**config.mk**
```make
export PLATFORM = sky130hd
export DESIGN_NAME = vector_arbiter
export DESIGN_NICKNAME = d
export VERILOG_FILES = /design/src/rtl/vector_arbiter_pkg.sv /design/src/rtl/vector_req_slot.sv /design/src/rtl/vector_arbiter.sv
export SDC_FILE = /design/constraint.sdc
export NUM_CORES = 1
export LEC_CHECK = 0
export BUFFER_PORTS_ARGS = -buffer_cell sky130_fd_sc_hd__buf_2
export CORE_AREA = 2 2 95 106
export CTS_CLUSTER_DIAMETER = 150
export DETAILED_ROUTE_END_ITERATION = 6
export DIE_AREA = 0 0 97 108
export GPL_TIMING_DRIVEN = 1
export PLACE_DENSITY_LB_ADDON = 0.1
export SLEW_MARGIN = 40
export SYNTH_ARGS = -nofsm -noshare
export SYNTH_HDL_FRONTEND = slang
export SYNTH_SLANG_ARGS = --single-unit
```
**constraint.sdc**
```tcl
create_clock -name clk -period 2.17 [get_ports clk]
set_input_delay 0.217 -clock clk [delete_from_list [all_inputs] [get_ports clk]]
set_output_delay 0.217 -clock clk [all_outputs]
set_load 0.03 [all_outputs]
```
**src/rtl/vector_arbiter_pkg.sv**
```systemverilog
// vector_arbiter_pkg: shared FSM/op encodings and default widths for the vector arbiter
package vector_arbiter_pkg;
   localparam int DEF_DATA_WIDTH  = 20;
   localparam int DEF_INDEX_WIDTH = 8;
   localparam logic [1:0] S_IDLE      = 2'd0;
   localparam logic [1:0] S_ISSUE     = 2'd1;
   localparam logic [1:0] S_WAIT_BUSY = 2'd2;
   localparam logic [1:0] S_WAIT_DONE = 2'd3;
   typedef enum logic [1:0] {OP_NONE = 2'd0, OP_GET = 2'd1, OP_INSERT = 2'd2} op_t;
endpackage

```
**src/rtl/vector_req_slot.sv**
```systemverilog
// vector_req_slot: one pending-command slot; empty when op is OP_NONE
module vector_req_slot
   import vector_arbiter_pkg::*;
#(
   parameter int DATA_WIDTH  = DEF_DATA_WIDTH,
   parameter int INDEX_WIDTH = DEF_INDEX_WIDTH
) (
   input  logic                   clk,
   input  logic                   rst_n,
   input  logic                   get,
   input  logic                   insert,
   input  logic [INDEX_WIDTH-1:0] index,
   input  logic [DATA_WIDTH-1:0]  data_in,
   input  logic                   clear,
   output logic                   ready,
   output op_t                    op,
   output logic [INDEX_WIDTH-1:0] slot_index,
   output logic [DATA_WIDTH-1:0]  slot_data,
   output logic                   violation
);
   logic cmd;
   always_comb begin
      cmd       = get | insert;
      ready     = (op == OP_NONE);
      violation = cmd & (~ready | (get & insert));
   end
   always_ff @(posedge clk) begin
      if (!rst_n) begin
         op         <= OP_NONE;
         slot_index <= '0;
         slot_data  <= '0;
      end else if (clear) begin
         op <= OP_NONE;
      end else if (cmd && ready) begin
         op         <= insert ? OP_INSERT : OP_GET;
         slot_index <= index;
         slot_data  <= data_in;
      end
   end
endmodule

```
**src/rtl/vector_arbiter.sv**
```systemverilog
// vector_arbiter: round-robin arbitration of two requesters onto one shared vector
module vector_arbiter
   import vector_arbiter_pkg::*;
#(
   parameter int DATA_WIDTH  = DEF_DATA_WIDTH,
   parameter int INDEX_WIDTH = DEF_INDEX_WIDTH
) (
   input  logic                   clk,
   input  logic                   rst_n,
   input  logic [INDEX_WIDTH-1:0] req0_index,
   input  logic                   req0_get,
   input  logic                   req0_insert,
   input  logic [DATA_WIDTH-1:0]  req0_data_in,
   output logic                   req0_ready,
   output logic [DATA_WIDTH-1:0]  req0_data_out,
   input  logic [INDEX_WIDTH-1:0] req1_index,
   input  logic                   req1_get,
   input  logic                   req1_insert,
   input  logic [DATA_WIDTH-1:0]  req1_data_in,
   output logic                   req1_ready,
   output logic [DATA_WIDTH-1:0]  req1_data_out,
   output logic [INDEX_WIDTH-1:0] vec_index,
   output logic                   vec_get,
   output logic                   vec_insert,
   output logic [DATA_WIDTH-1:0]  vec_data_in,
   input  logic [DATA_WIDTH-1:0]  vec_data_out,
   input  logic                   vec_ready,
   output logic                   err
);
   op_t                   op0, op1, g_op;
   logic [INDEX_WIDTH-1:0] idx0, idx1;
   logic [DATA_WIDTH-1:0]  d0, d1;
   logic                   v0, v1, clr0, clr1, p0, p1, sel, complete;
   logic [1:0]             state;
   logic                   grant, rr, busy_cnt;
   vector_req_slot #(.DATA_WIDTH(DATA_WIDTH), .INDEX_WIDTH(INDEX_WIDTH)) u_slot0 (
      .clk(clk), .rst_n(rst_n), .get(req0_get), .insert(req0_insert), .index(req0_index),
      .data_in(req0_data_in), .clear(clr0), .ready(req0_ready), .op(op0),
      .slot_index(idx0), .slot_data(d0), .violation(v0)
   );
   vector_req_slot #(.DATA_WIDTH(DATA_WIDTH), .INDEX_WIDTH(INDEX_WIDTH)) u_slot1 (
      .clk(clk), .rst_n(rst_n), .get(req1_get), .insert(req1_insert), .index(req1_index),
      .data_in(req1_data_in), .clear(clr1), .ready(req1_ready), .op(op1),
      .slot_index(idx1), .slot_data(d1), .violation(v1)
   );
   // rr names the preferred requester when both slots are pending
   always_comb begin
      p0          = (op0 != OP_NONE);
      p1          = (op1 != OP_NONE);
      sel         = (p0 && p1) ? rr : p1;
      g_op        = grant ? op1 : op0;
      vec_index   = grant ? idx1 : idx0;
      vec_data_in = grant ? d1 : d0;
      vec_get     = (state == S_ISSUE) && (g_op == OP_GET);
      vec_insert  = (state == S_ISSUE) && (g_op == OP_INSERT);
      complete    = vec_ready && (state == S_WAIT_DONE || (state == S_WAIT_BUSY && busy_cnt));
      clr0        = complete && !grant;
      clr1        = complete && grant;
   end
   always_ff @(posedge clk) begin
      if (!rst_n) begin
         state         <= S_IDLE;
         grant         <= 1'b0;
         rr            <= 1'b0;
         busy_cnt      <= 1'b0;
         err           <= 1'b0;
         req0_data_out <= '0;
         req1_data_out <= '0;
      end else begin
         err <= err | v0 | v1;
         case (state)
            S_IDLE: if ((p0 || p1) && vec_ready) begin
               grant <= sel;
               state <= S_ISSUE;
            end
            S_ISSUE: begin
               busy_cnt <= 1'b0;
               state    <= S_WAIT_BUSY;
            end
            S_WAIT_BUSY: begin
               busy_cnt <= 1'b1;
               if (!vec_ready) state <= S_WAIT_DONE;
            end
            default: ;
         endcase
         if (complete) begin
            state <= S_IDLE;
            rr    <= ~grant;
            if (g_op == OP_GET && !grant) req0_data_out <= vec_data_out;
            if (g_op == OP_GET && grant) req1_data_out <= vec_data_out;
         end
      end
   end
endmodule

```
**Word-level counts from Yosys, hierarchy flattened**

Index checks and enable logic that the tools add are counted.

- Add/sub/neg operators: 0
- Multipliers: 0
- Divide/modulo/power cells: 0
- Order comparisons: 0
- Equal/unequal tests: 7
- Shift operators: 0
- Muxes and demuxes: 10
- Bitwise gates (word level): 16
- Reduce and logical (&&, ||, !) cells: 31

Operator list:

| kind | number |
|---|---|
| $mux W20 | 1 |
| $logic_and A1 B1 Y1 | 12 |
| $mux W2 | 5 |
| $reduce_and A2 Y1 | 5 |
| $mux W8 | 1 |
| $eq A2 B2 Y1 const B | 3 |
| $logic_not A2 Y1 | 3 |
| $not A1 Y1 | 6 |
| $or A1 B1 Y1 | 6 |
| $pmux W2 S3 | 1 |
| $reduce_bool A2 Y1 | 3 |
| $reduce_or A2 Y1 | 3 |
| $and A1 B1 Y1 | 4 |
| $eq A2 B1 Y1 const B | 2 |
| $ne A2 B2 Y1 const B | 2 |
| $reduce_and A3 Y1 | 1 |
| $reduce_bool A3 Y1 | 1 |
| $logic_or A1 B1 Y1 | 2 |
| $pmux W1 S2 | 1 |
| $logic_not A1 Y1 | 1 |
| $mux W1 | 1 |

- Register bits after elaboration: 106
- Latch bits: 0
- RAM bits: 0
- Memory bits (read-only): 0
- Output and inout bits: 73
- Logic and storage cells: 77
- Memories: 0

**Depth between registers and ports, before layout**

- Depth after elaboration: 7
- Depth in mapped cells: 7

**By module**

A second synthesis with hierarchy kept.

- Cell total of the unflattened synthesis: 506
- Area, all modules: 4815.9 µm²

Modules (own cells, without submodules):

| module | instances | cells an instance | area an instance (µm²) | seq. area each (µm²) |
|---|---|---|---|---|
| vector_req_slot | 2 | 135 | 1265.0 | 600.6 |
| vector_arbiter | 1 | 236 | 2285.9 | 920.9 |

**Least setup slack after synthesis**

No wires, ideal clock.

- Kind: reg2reg
- Start: reg state[0]
- End: reg u_slot1.slot_data[0]
- Data arrival time: 1.669 ns
- Data required time: 2.098 ns
- Slack: 0.430 ns
- Cell stages (with the launch flop): 8
- Path buffers: 2
- Clock period less this slack: 1.740 ns
- Cells stage by stage: dfxtp_1 > inv_1 > ha_1 > a21o_1 > a311oi_2 > buf_6 > buf_12 > mux2i_1

- Cells in the longest elaborated chain, start to end: 7
- Elaborated cells on any way between the ends: 8

Ends and longest elaborated chain:

| item | line | text |
|---|---|---|
| from (decl) | vector_arbiter.sv:34 | `logic [1:0] state;` |
| from (signal assigned) | vector_arbiter.sv:62 | `state <= S_IDLE;` |
| from (signal assigned) | vector_arbiter.sv:74 | `state <= S_ISSUE;` |
| from (signal assigned) | vector_arbiter.sv:78 | `state <= S_WAIT_BUSY;` |
| $eq A2 B2 Y1 | vector_arbiter.sv:56 | `complete = vec_ready && (state == S_WAIT_DONE \|\| (state == S_WAIT_BUSY && busy_cnt));` |
| $logic_and A1 B1 Y1 | vector_arbiter.sv:56 |  |
| $logic_or A1 B1 Y1 (*) | vector_arbiter.sv:56 |  |
| $logic_and A1 B1 Y1 (*) | vector_arbiter.sv:56 |  |
| $logic_and A1 B1 Y1 (*) | vector_arbiter.sv:58 | `clr1 = complete && grant;` |
| $not A1 Y1 (no line) (*) | - |  |
| $reduce_and A2 Y1 (no line) (*) | - |  |
| to (signal assigned) | vector_req_slot.sv:37 | `slot_data <= data_in;` |
| to (decl) | vector_req_slot.sv:18 | `output logic [DATA_WIDTH-1:0] slot_data,` |

Mark *: on every way between the ends. The rest lies on a longest branch, timed or not.
A chain may end at the register's enable or synchronous reset.

**Worst setup path in the final report**

Same ends and word-level chain as after synthesis.

==> reports/metrics.csv <==
stage;metric;value;unit
sta;Period minus WS final;1.928;ns
final_layout;Filler Cells Inserted;854;
yosys;Post-Synth Simple-Gate Area;16.65;%
grt;M1 GR Usage;23.71;%
final_layout;Ant. Diodes;0;
sta;Worst Skew;0.01124;ns
yosys;mean post-synth cell area;9.379;um2
floorplan;initial core utilization;50.80;%
yosys;number of enable flip-flop cells after synthesis;0;
grt;GR Util met2;35.37;%
worst_hold_path;Hold/Removal Path Class;in -> reg;
setup_path;Crit path arrival time;2.22;ns
final_layout;Finished Core Util;62.07;%
clocking;Hold Buf Count CTS;0;
setup_path;Setup crit end kind;register;
grt;global-route wire length before repair;17.15;mm
clocking;clock latency on the worst-skew pair;0.37;ns
grt;largest net degree at the start of global routing;59;
floorplan;Top Ports;156;
yosys;register area share after synthesis;44.89;%
setup_path;Worst setup SP type;register;
floorplan;Core ar.;9305;um2
final_layout;Final Net Count;734;
final_layout;P&R area growth vs syn;22.18;%
sta;Fin. Hold Viols;0;
place;PortBufs;155;
place;GPL Wtd Cong;0.8697;
setup_path;Critical Path Start;state[0];
grt;total grt overflow;0;
power;Leak;2.850;nW
setup_path;reg2reg end;u_slot1.slot_data[0];
floorplan;row count;37;
route;average routed wire per standard cell;13.56;um
setup_path;Slowest cell on crit path;dfxtp_1;
yosys;FFs w/ async S/R, synth;0;%
power;sw frac;31.26;%
clocking;root buf cell;clkbuf_8;
clocking;post-cts resize count;0;
setup_path;Worst setup endpoint;u_slot1.slot_data[0];
route;Routed WL;10.41;mm
yosys;largest family of logic cells by synthesized area;multiplexers;
sta;fmax;0.5186;GHz
power;combinational share of power;23.3;%
clocking;clock buffer depth;2;
power;Int Power;2.918;mW
clocking;# H-tree levels;3;
sta;fin. max-slew vios;0;
route;DR vias;3800;
yosys;Yosys cell types;41;
clocking;CTS Sinks;106;
grt;number of global-route vias before repair;3749;
setup_path;CP Class;reg -> reg;
clocking;Post-CTS Setup Bufs;0;
floorplan;width of the chip;97;um
setup_path;Crit Path Max Fanout;26;
route;drt first pass iters;4;
route;# DRC;0;
clocking;CTS buffer count;9;
sta;setup violators final;0;
flow_run;Max Cap Viol;0;
yosys;post-synthesis xor/xnor area fraction;0;%
grt;gr usage total;19.98;%
sta;setup TNS;0;ns
sta;Tightest Pin Transition;0.5748;ns
route;vias per cell;4.948;
setup_path;register-to-register setup slack;0.24;ns
sta;RSZ-0062 raised after global routing;no;
yosys;Synth Area in Adders;1.535;%
floorplan;DIE AREA;10480;um2
route;Antenna Nets Post-Route;0;
yosys;Synth Register Bits;106;
yosys;yosys warns;0;
setup_path;reg2reg start;state[0];
clocking;clock-pin slew on the worst setup and hold paths;0.10;ns
yosys;synthesized cell area;4727;um2
place;HPWL after detailed placement;7.425;mm
setup_path;Reg2Reg Depth;6;
grt;antenna violations before repair;0;
grt;grt met3 use;4.654;%
sta;Final period util;88.86;%
clocking;CTS tree;yes;
floorplan;die height;108;um
yosys;fraction of synthesized area in multiplexers;27.42;%
yosys;Synth Area in Compound Gates;3.812;%
setup_path;crit-path cells;inv_1 -> ha_1 -> a21o_1 -> a311oi_4 -> buf_12 -> mux2i_1;
power;worst vdd ir;0.3727;mV
yosys;Main synth FF type;dfxtp_1;
power;sequential power share;50.7;%
outcome;status;completed;
grt;GRT Max-Usage Layer;met2;
route;First DRT Iteration DRCs;82;
power;clock power share;26.0;%
final_layout;share of cells above drive strength 1;33.18;%
yosys;synthesized net count;592;
power;pwr dens;735.0;nW/um2
power;Sw Pwr;1.327;mW
setup_path;CP max stage delay;0.42;ns
sta;Relative slew margins;61.68;%
yosys;Syn Inst Count;504;
setup_path;CP required;2.47;ns
[through the flow]
step / hold WS (ns) / cell area, um2 / total power [mW] / setup slack (ns) / instances
4_1_cts: 0.06815 / 5776 / 4.298 / 0.2136 / 768
3_5_place_dp: 0.4467 / 5599 / 3.193 / 0.2478 / 752
5_1_grt: 0.07491 / 5776 / 4.475 / 0.09524 / 768
3_3_place_gp: 0.4389 / 5599 / 3.167 / 0.3543 / 752
2_1_floorplan: 0.3577 / 4727 / 2.929 / 0.4295 / 504
6_report: 0.08189 / 5776 / 4.245 / 0.2418 / 768
[worst min-delay path by stage]
stage	startpoint	end	cells past startpoint
2_1_floorplan	req0_get	u_slot0.op[0]	2
3_3_place_gp	u_slot1.slot_data[5]	u_slot1.slot_data[5]	2
3_5_place_dp	u_slot1.slot_data[8]	u_slot1.slot_data[8]	2
4_1_cts	req0_index[2]	u_slot0.slot_index[2]	3
5_1_grt	req0_data_in[19]	u_slot0.slot_data[19]	3
6_report	req0_data_in[2]	u_slot0.slot_data[2]	3
[power groups by stage]
stage	clock network [mW]	logic, mW	registers [mW]
after floorplan	0	0.758	2.17
after global placement	0	0.976	2.19
after detailed placement	0	0.996	2.20
after CTS	1.15	0.999	2.15
after global routing	1.22	1.08	2.17
final	1.10	0.987	2.15
[placed cells by master, fill, tap and decap left out, types with 2 or more instances in the layout]
cell / synthesis / layout
clkinvlp_4: 0 / 4
buf_2: 10 / 154
ha_1: 5 / 5
inv_6: 0 / 2
mux2i_1: 98 / 98
o21ai_0: 3 / 3
nor2_1: 6 / 6
o211ai_1: 3 / 3
or2_1: 2 / 2
a21boi_0: 2 / 2
buf_12: 4 / 6
buf_4: 2 / 6
nand2_1: 175 / 175
nand2b_1: 3 / 3
a21oi_1: 4 / 4
clkbuf_8: 0 / 9
mux2_2: 28 / 28
dfxtp_1: 106 / 105
inv_1: 9 / 9
nor2b_1: 4 / 4
[flip-flops by register name, indices dropped and copies added (netlist names)]
signal and cells:
state 2, req1_data_out 20, u_slot1.slot_index 8, busy_cnt 1
u_slot0.slot_index 8, grant 1, u_slot0.op 2, rr 1
err 1, req0_data_out 20, u_slot1.slot_data 20, u_slot0.slot_data 20
u_slot1.op 2
[synthesized netlist by cell type, types with 3 or more instances]
library cell | count | area [um2]
mux2_2 | 28 | 315.3
a21oi_1 | 4 | 20.02
nor2_1 | 6 | 22.52
inv_1 | 9 | 33.78
dfxtp_1 | 106 | 2122
clkbuf_1 | 15 | 56.30
nand2_1 | 175 | 656.9
o211ai_1 | 3 | 22.52
o21ai_0 | 3 | 15.01
buf_12 | 4 | 80.08
nand2b_1 | 3 | 18.77
nor2b_1 | 4 | 25.02
ha_1 | 5 | 62.56
buf_2 | 10 | 50.05
mux2i_1 | 98 | 980.9
[cell families after synthesis]
logic type               after synthesis
AND/OR/NAND/NOR                      197
multiplexers                         126
flip-flops                           106
buffers and inverters                 45
AO/OA/AOI/OAI                         24
adder cells (fa/ha/maj)                6
[cell type report]
cell class | instances | area, um2 | share of cell area (%)
multi-input combinational | 353 | 2356 | 40.79
clock inverter | 7 | 52.55 | 0.9099
timing repair buffer | 166 | 935.9 | 16.20
clock buffer | 9 | 123.9 | 2.145
inverter | 10 | 37.54 | 0.6499
sequential | 106 | 2123 | 36.76
tap | 117 | 146.4 | 2.535
[worst max-delay path: cells and delay by family, from the launching register on]
kind,cells,cell delay [ns]
compound gates,2,0.60
fa+ha+maj,1,0.26
buf+inv,2,0.35
flops,1,0.42
mux,1,0.23
[metal layers]
metal  up-vias  routed length (um)
met5         -                   0
li1       1948                   -
met3        10                 604
met4         0                 140
met2        97                5142
met1      1745                4523
No activity file was read; power rests on OpenSTA's default activity.
